File: config.mk
export PLATFORM = sky130hd
export DESIGN_NAME = pipelined_csa_multiplier
export DESIGN_NICKNAME = d
export VERILOG_FILES = /design/src/rtl/pipelined_csa_multiplier.sv
export SDC_FILE = /design/constraint.sdc
export NUM_CORES = 1
export LEC_CHECK = 0
export BUFFER_PORTS_ARGS = -buffer_cell sky130_fd_sc_hd__buf_2
export CORE_ASPECT_RATIO = 1.2
export CORE_UTILIZATION = 50
export CTS_BUF_LIST = sky130_fd_sc_hd__clkbuf_4
export DETAILED_ROUTE_END_ITERATION = 10
export HOLD_SLACK_MARGIN = 0.1
export PLACE_DENSITY_LB_ADDON = 0.12
export SLEW_MARGIN = 0
export SYNTH_ARGS = -nofsm -noshare
export SYNTH_HDL_FRONTEND = slang
export SYNTH_SLANG_ARGS = --single-unit
File: constraint.sdc
create_clock -name clk -period 3.7 [get_ports clk]
set_input_delay 0.185 -clock clk [delete_from_list [all_inputs] [get_ports clk]]
set_output_delay 0.185 -clock clk [all_outputs]
set_load 0.03 [all_outputs]
File: src/rtl/pipelined_csa_multiplier.sv
// Pipelined carry-save array multiplier, unsigned or Baugh-Wooley signed per op.
// Ports: clk, rst, in_valid/in_ready, A, B, is_signed, out_valid/out_ready, C;
// acc_clr and ACC exist only when CSM_ACCUM_EN is defined.
module pipelined_csa_multiplier #(
  parameter int WIDTH       = 9,
  parameter int PIPE_STAGES = 3,
  parameter int ACC_WIDTH   = 24
) (
  input  logic                   clk,
  input  logic                   rst,
  input  logic                   in_valid,
  output logic                   in_ready,
  input  logic [WIDTH-1:0]       A,
  input  logic [WIDTH-1:0]       B,
  input  logic                   is_signed,
`ifdef CSM_ACCUM_EN
  input  logic                   acc_clr,
  output logic [ACC_WIDTH-1:0]   ACC,
`endif
  output logic                   out_valid,
  input  logic                   out_ready,
  output logic [2*WIDTH-1:0]     C
);

  localparam int PW = 2 * WIDTH;
  localparam int NS = PIPE_STAGES;
  localparam int G  = (WIDTH + NS - 1) / NS;

  typedef logic [PW-1:0] prod_t;

  localparam prod_t ONE  = 1;
  // Baugh-Wooley correction: +2^W + 2^(2W-1)
  localparam prod_t CORR = (ONE << WIDTH) | (ONE << (PW - 1));

  if (WIDTH < 2 || NS < 1 || NS > WIDTH || ACC_WIDTH < PW) begin : g_bad
    $error("pipelined_csa_multiplier: bad parameters");
  end

  logic [NS-1:0]    v_q;
  logic [NS-1:0]    sg_q;
  logic [WIDTH-1:0] a_q   [NS];
  logic [WIDTH-1:0] b_q   [NS];
  prod_t            sum_q [NS];
  prod_t            car_q [NS];

  logic [NS-1:0]    nxt_v;
  logic [NS-1:0]    nxt_sg;
  logic [WIDTH-1:0] nxt_a   [NS];
  logic [WIDTH-1:0] nxt_b   [NS];
  prod_t            nxt_sum [NS];
  prod_t            nxt_car [NS];

  logic adv;

  assign adv       = !out_valid || out_ready;
  assign in_ready  = adv;
  assign out_valid = v_q[NS-1];
  // Last stage register holds the carry-propagated product
  assign C         = sum_q[NS-1];

  function automatic prod_t pp_row(
    input logic [WIDTH-1:0] a,
    input logic [WIDTH-1:0] b,
    input logic             sg,
    input int               r
  );
    prod_t row;
    logic  p;
    row = '0;
    for (int j = 0; j < WIDTH; j++) begin
      p = a[j] & b[r];
      if (sg && ((j == WIDTH - 1) != (r == WIDTH - 1)))
        p = !p;
      row[r+j] = p;
    end
    return row;
  endfunction

  always_comb begin : stage_comb
    prod_t            s;
    prod_t            c;
    prod_t            row;
    prod_t            cy;
    logic [WIDTH-1:0] a;
    logic [WIDTH-1:0] b;
    logic             sg;
    int               km;
    for (int k = 0; k < NS; k++) begin
      km = (k == 0) ? 0 : k - 1;
      if (k == 0) begin
        nxt_v[k] = in_valid;
        sg       = is_signed;
        a        = A;
        b        = B;
        s        = '0;
        c        = is_signed ? CORR : '0;
      end else begin
        nxt_v[k] = v_q[km];
        sg       = sg_q[km];
        a        = a_q[km];
        b        = b_q[km];
        s        = sum_q[km];
        c        = car_q[km];
      end
      for (int r = 0; r < WIDTH; r++) begin
        if (r / G == k) begin
          row = pp_row(a, b, sg, r);
          cy  = (s & c) | (s & row) | (c & row);
          s   = s ^ c ^ row;
          c   = cy << 1;
        end
      end
      nxt_sg[k]  = sg;
      nxt_a[k]   = a;
      nxt_b[k]   = b;
      nxt_sum[k] = s;
      nxt_car[k] = c;
    end
  end

  always_ff @(posedge clk) begin
    if (rst) begin
      v_q <= '0;
      for (int k = 0; k < NS; k++) begin
        sum_q[k] <= '0;
        car_q[k] <= '0;
      end
    end else if (adv) begin
      v_q  <= nxt_v;
      sg_q <= nxt_sg;
      for (int k = 0; k < NS; k++) begin
        a_q[k]   <= nxt_a[k];
        b_q[k]   <= nxt_b[k];
        car_q[k] <= nxt_car[k];
        if (k == NS - 1)
          sum_q[k] <= nxt_sum[k] + nxt_car[k];
        else
          sum_q[k] <= nxt_sum[k];
      end
    end
  end

`ifdef CSM_ACCUM_EN
  logic [NS-1:0]        clr_q;
  logic [NS-1:0]        nxt_clr;
  logic [ACC_WIDTH-1:0] c_ext;

  always_comb begin
    int km;
    nxt_clr = '0;
    for (int k = 0; k < NS; k++) begin
      km = (k == 0) ? 0 : k - 1;
      nxt_clr[k] = (k == 0) ? acc_clr : clr_q[km];
    end
  end

  assign c_ext = sg_q[NS-1] ? ACC_WIDTH'($signed(C))
                            : ACC_WIDTH'(C);

  always_ff @(posedge clk) begin
    if (rst) begin
      clr_q <= '0;
      ACC   <= '0;
    end else begin
      if (adv)
        clr_q <= nxt_clr;
      if (out_valid && out_ready)
        ACC <= (clr_q[NS-1] ? '0 : ACC) + c_ext;
    end
  end
`endif

endmodule

**Yosys cells after proc, flatten, opt, wreduce, memory -nomap -nowiden**

Memory sizes are Yosys's and may differ from the RTL's.
Cells that the tools add are included.

- Add/subtract/negate cells: 1
- $mul: 0
- Div/mod/pow operators: 0
- $lt $le $gt $ge: 0
- Eq/ne operators: 0
- Shift operators: 0
- Muxes and demuxes: 28
- Bitwise operators: 146
- Reductions and logical operators: 19

Operators with widths:

| cell | count |
|---|---|
| $or A17 B17 Y17 | 16 |
| $and A17 B17 Y17 | 10 |
| $xor A18 B18 Y18 | 8 |
| $and A1 B1 Y1 | 81 |
| $mux W18 | 4 |
| $mux W17 | 3 |
| $and A17 B10 Y17 | 2 |
| $and A17 B11 Y17 | 2 |
| $and A17 B12 Y17 | 2 |
| $and A17 B13 Y17 | 2 |
| $and A17 B14 Y17 | 2 |
| $and A17 B15 Y17 | 2 |
| $and A17 B16 Y17 | 2 |
| $mux W1 | 21 |
| $add A18 B18 Y18 | 1 |
| $xor A18 B10 Y18 | 1 |
| $xor A18 B11 Y18 | 1 |
| $xor A18 B12 Y18 | 1 |
| $xor A18 B13 Y18 | 1 |
| $xor A18 B14 Y18 | 1 |
| $xor A18 B15 Y18 | 1 |
| $xor A18 B16 Y18 | 1 |
| $xor A18 B17 Y18 | 1 |
| $xor A18 B9 Y18 | 1 |
| other kinds (6) | 27 |

- Register bits after elaboration: 5
- Latch bits: 0
- Memory bits (writable): 159
- Bits in read-only memories: 0
- Input bits: 23
- Output and inout bits: 20
- Word-level logic and storage cells: 200
- Memories: 4

Memory list:

| memory | words | bits a word | read ports | clocked after memory_dff | wr ports | line | text |
|---|---|---|---|---|---|---|---|
| sum_q | 3 | 18 | 3 | 0 | 3 | 43 | `prod_t sum_q [NS];` |
| car_q | 3 | 17 | 2 | 0 | 3 | 44 | `prod_t car_q [NS];` |
| a_q | 3 | 9 | 2 | 0 | 3 | 41 | `logic [WIDTH-1:0] a_q [NS];` |
| b_q | 3 | 9 | 2 | 0 | 3 | 42 | `logic [WIDTH-1:0] b_q [NS];` |

**Depth between registers and ports, before layout**

An unclocked memory read counts as a cell.

- Depth in word-level cells: 15
- Mapped depth: 12

**Worst setup path after synthesis**

OpenSTA, ideal clock, no wires.

- Path kind: register -> register
- From: memory b_q[1][6] (netlist: b_q[0][15])
- To: memory sum_q[0][53] (netlist bit), data pin
- Arrival: 3.421 ns
- Setup slack: 0.132 ns
- Cell stages (with the launch flop): 13
- Path buffers: 0
- Clock period less this slack: 3.568 ns
- Cells stage by stage: edfxtp_1 > and2_1 > fa_1 > fa_1 > inv_1 > fa_1 > inv_1 > ha_1 > fa_1 > nand3_1 > a211oi_1 > or3_1 > a21oi_1

RTL lines:

| element | line |
|---|---|
| start: declaration | 42 |
| end: declaration | 43 |

==> key figures <==
Floorplanning
  • Die W: 101 µm
  • Die footprint: 12200 µm²
  • CORE AREA: 11500 µm²
  • Ports: 43
  • Die Ht: 121 µm
  • FP Rows: 43
  • Initial Utilization: 0.512

Timing
  • Final setup vio count: 0
  • Slew headroom: 0.387
  • Final hold viol count: 0
  • Tcrit/Tclk final: 0.987
  • Clock Skew: 0.0188 ns
  • RSZ-0062 raised after global routing: yes
  • Worst slew pin tran: 0.920 ns
  • Crit path time final: 3.65 ns
  • Highest Clock Rate: 274 MHz
  • Slew Viols, Final: 0

Placed design
  • Hpwl dp: 6210 µm
  • GP Congestion: 0.759
  • DP Area: 6170 µm²
  • Placed cells: 647
  • Buffers on Ports: 42

Routing
  • DR pass1 iterations: 4
  • WL final: 8290 µm
  • Residual DRC: 0
  • Antenna viol nets, final: 0
  • DR vias/cell: 4.71
  • Routed via count: 3229
  • Drt initial violations: 80
  • DR WL/cell: 12.1 µm

Logic synthesis
  • Yosys top cell area share: 0.468
  • FF+latch count, synth: 95
  • Number of flops mapped to enable cells by yosys: 92
  • Dominant synthesized flop cell: edfxtp_1
  • Yosys warns: 0
  • Sequential cell area fraction in the yosys report: 0.479
  • Cells after synthesis: 471
  • Ranking of synthesized cells by area: edfxtp_1 47%, fa_1 19%, and2_1 11%, ha_1 5.1%, inv_1 4.0%
  • Fraction of registers with async set/reset: 0
  • Yosys cell types: 34
  • Top post-synthesis cells by count: 100 x and2_1, 92 x edfxtp_1, 63 x inv_1
  • Synth Net Count: 575
  • Mean Syn Cell Area: 12.5 µm²
  • Post-synthesis instance area: 5900 µm²
  • Leading area contributor after synthesis: edfxtp_1
  • Count leader, synth: and2_1

Hold path
  • Worst Hold End: sum_q[0][0]
  • Hold Crit Depth: 2
  • Worst min-delay path class: primary input to register
  • Worst hold start: B[0]

Critical path
  • Crit Path Max Fanout: 5
  • Slowest cell on the critical path: fa_2
  • Worst R2R Path Depth: 11
  • CP Capture Type: register
  • R2r setup slk: 0.05 ns
  • R2R Path Start: b_q[0][15]
  • Kind of critical path: register to register
  • CP cell instances: and2_1 -> fa_1 -> inv_1 -> fa_1 -> inv_1 -> fa_2 -> ha_1 -> a211oi_2 -> nor2_2 -> or4_1 -> nand3_1
  • Required time worst endpoint: 4.03 ns
  • Reg-to-Reg End: sum_q[0][50]
  • CP peak stage delay: 0.56 ns
  • CP startpoint kind: register
  • CP Data Arrival Time: 3.98 ns

Power and ir drop
  • Worst VDD drop: 246 µV
  • PwrDens: 504 nW/µm²
  • Leak pwr: 2.90 nW

Final layout
  • Fin cells: 685
  • Synth-to-layout area growth: 11.0%
  • Final instance area: 6550 µm²
  • Final #Nets: 626
  • Layout cells sized above 1: 0.146
  • Fillers: 1009

Global route
  • Antenna violations before repair: 0
  • Pin count of the biggest net entering global routing: 45
  • Tot GR Track Use: 0.153
  • Number of global-route vias before repair: 3291
  • Overflow after GRT: 0
  • First-pass GRT wire length: 14200 µm

Run
  • Max Cap Viol: 0

Clock network
  • Max clock buf depth: 2
  • Clock sinks: 95
  • CTS root buf: clkbuf_4
  • CTS buffer count: 9
  • Reg clk slew, reported paths: 0.14 ns
  • Clk_lat worst skew: 0.45 ns
  • CTS H-tree lvls: 3
  • CTS tree: yes

Status
  • Status: complete, no violations
## how the worst max path moves through the flow
stage | startpoint | endpoint | slack (ns) | cells past startpoint
6_report | b_q[0][15] | sum_q[0][50] | 0.05 | 11
5_1_grt | b_q[0][15] | sum_q[0][50] | -0.08 | 11
4_1_cts | b_q[0][15] | sum_q[0][52] | 0.03 | 12
3_5_place_dp | b_q[0][15] | sum_q[0][53] | 0.0003 | 12
3_3_place_gp | b_q[0][15] | sum_q[0][53] | 0.05 | 12
2_1_floorplan | b_q[0][15] | sum_q[0][53] | 0.13 | 12
## through the flow
step	total power, mW	utilization	TNS, ns	hold slack, ns	worst slack [ns]
3_5_place_dp	2.65	0.536	0	0.363	0.000304
2_1_floorplan	2.45	-	0	0.257	0.132
6_report	3.30	0.569	0	0.148	0.0471
3_3_place_gp	2.62	0.536	0	0.362	0.0549
5_1_grt	3.55	0.569	-0.117	0.148	-0.0815
4_1_cts	3.20	0.565	0	0.128	0.0252
## worst max-delay path, delay by kind of cell, from the launching register on
kind,cells,cell delay [ns]
buffers and inverters,2,0.10
flip-flops,1,0.46
AND/OR/NAND/NOR,4,0.84
AO/OA/AOI/OAI,1,0.35
adder cells (fa/ha/maj),4,1.77
## placed cells by master, fill, tap and decap left out, types with 2 or more instances in the layout
cell	instances
and2_1	100
edfxtp_1	92
inv_1	63
fa_1	55
buf_2	42
nand2_1	34
ha_1	22
dlygate4sd3_1	20
xnor2_1	17
nor2_1	10
clkbuf_4	10
buf_4	7
a21oi_1	5
nor3_1	4
nand3_1	3
o21ai_0	3
clkinv_2	3
dfxtp_1	3
xor2_1	2
mux2i_1	2
a21oi_2	2
a21o_1	2
a211oi_1	2
fa_2	2
clkinv_1	2
## power breakdown
group          internal, mW  total [mW]  switching (mW)  leakage (nW)
logic                 0.569        1.33           0.765          1.77
clock network         0.207       0.542           0.335        0.0750
registers              1.37        1.43          0.0608          1.05
## state kept, by name (all words and copies together), names as in the netlist
signal  flops
car_q      18
sg_q        2
a_q        18
b_q         9
sum_q      45
v_q         3
## cell type report
cell class	count	area [µm²]	share of cell area
clock buffers	10	75.1	0.0115
inverters	64	240	0.0367
well taps	157	196	0.0300
flip-flops and latches	95	2820	0.431
multi-input cells	283	2700	0.412
clock inverters	6	52.6	0.00802
diodes	1	2.50	0.000382
repair buffers	69	463	0.0707
## metal layers
metal,vias up,share of wire,GRT usage
met5,-,0,0
met4,0,0.019,0.0806
met3,11,0.024,0.0265
met2,55,0.54,0.277
met1,1573,0.42,0.171
li1,1590,-,-
## repair_timing
action                                 in CTS  in global routing
hold buffers                               20                  0
endpoints found under the hold margin      20                  0
setup buffers                               1                  0
setup endpoints to repair                   1                  4
gates resized for setup                     1                 10
pin swaps                                   0                  1
## cells by family (layout without fill, tap and decap cells)
| logic type | Yosys count | count (layout) | share of synthesized area |
|---|---|---|---|
| and+or+nand+nor | 162 | 162 | 0.153 |
| DFF | 95 | 95 | 0.479 |
| buffers and inverters | 93 | 149 | 0.0723 |
| adders and majority gates | 81 | 81 | 0.244 |
| AOI/OAI and AO/OA | 19 | 19 | 0.0197 |
| xor gates and xnor gates | 19 | 19 | 0.0282 |
| muxes | 2 | 2 | 0.00339 |
| other | 0 | 1 | 0 |
No activity file was read; power rests on OpenSTA's default activity.
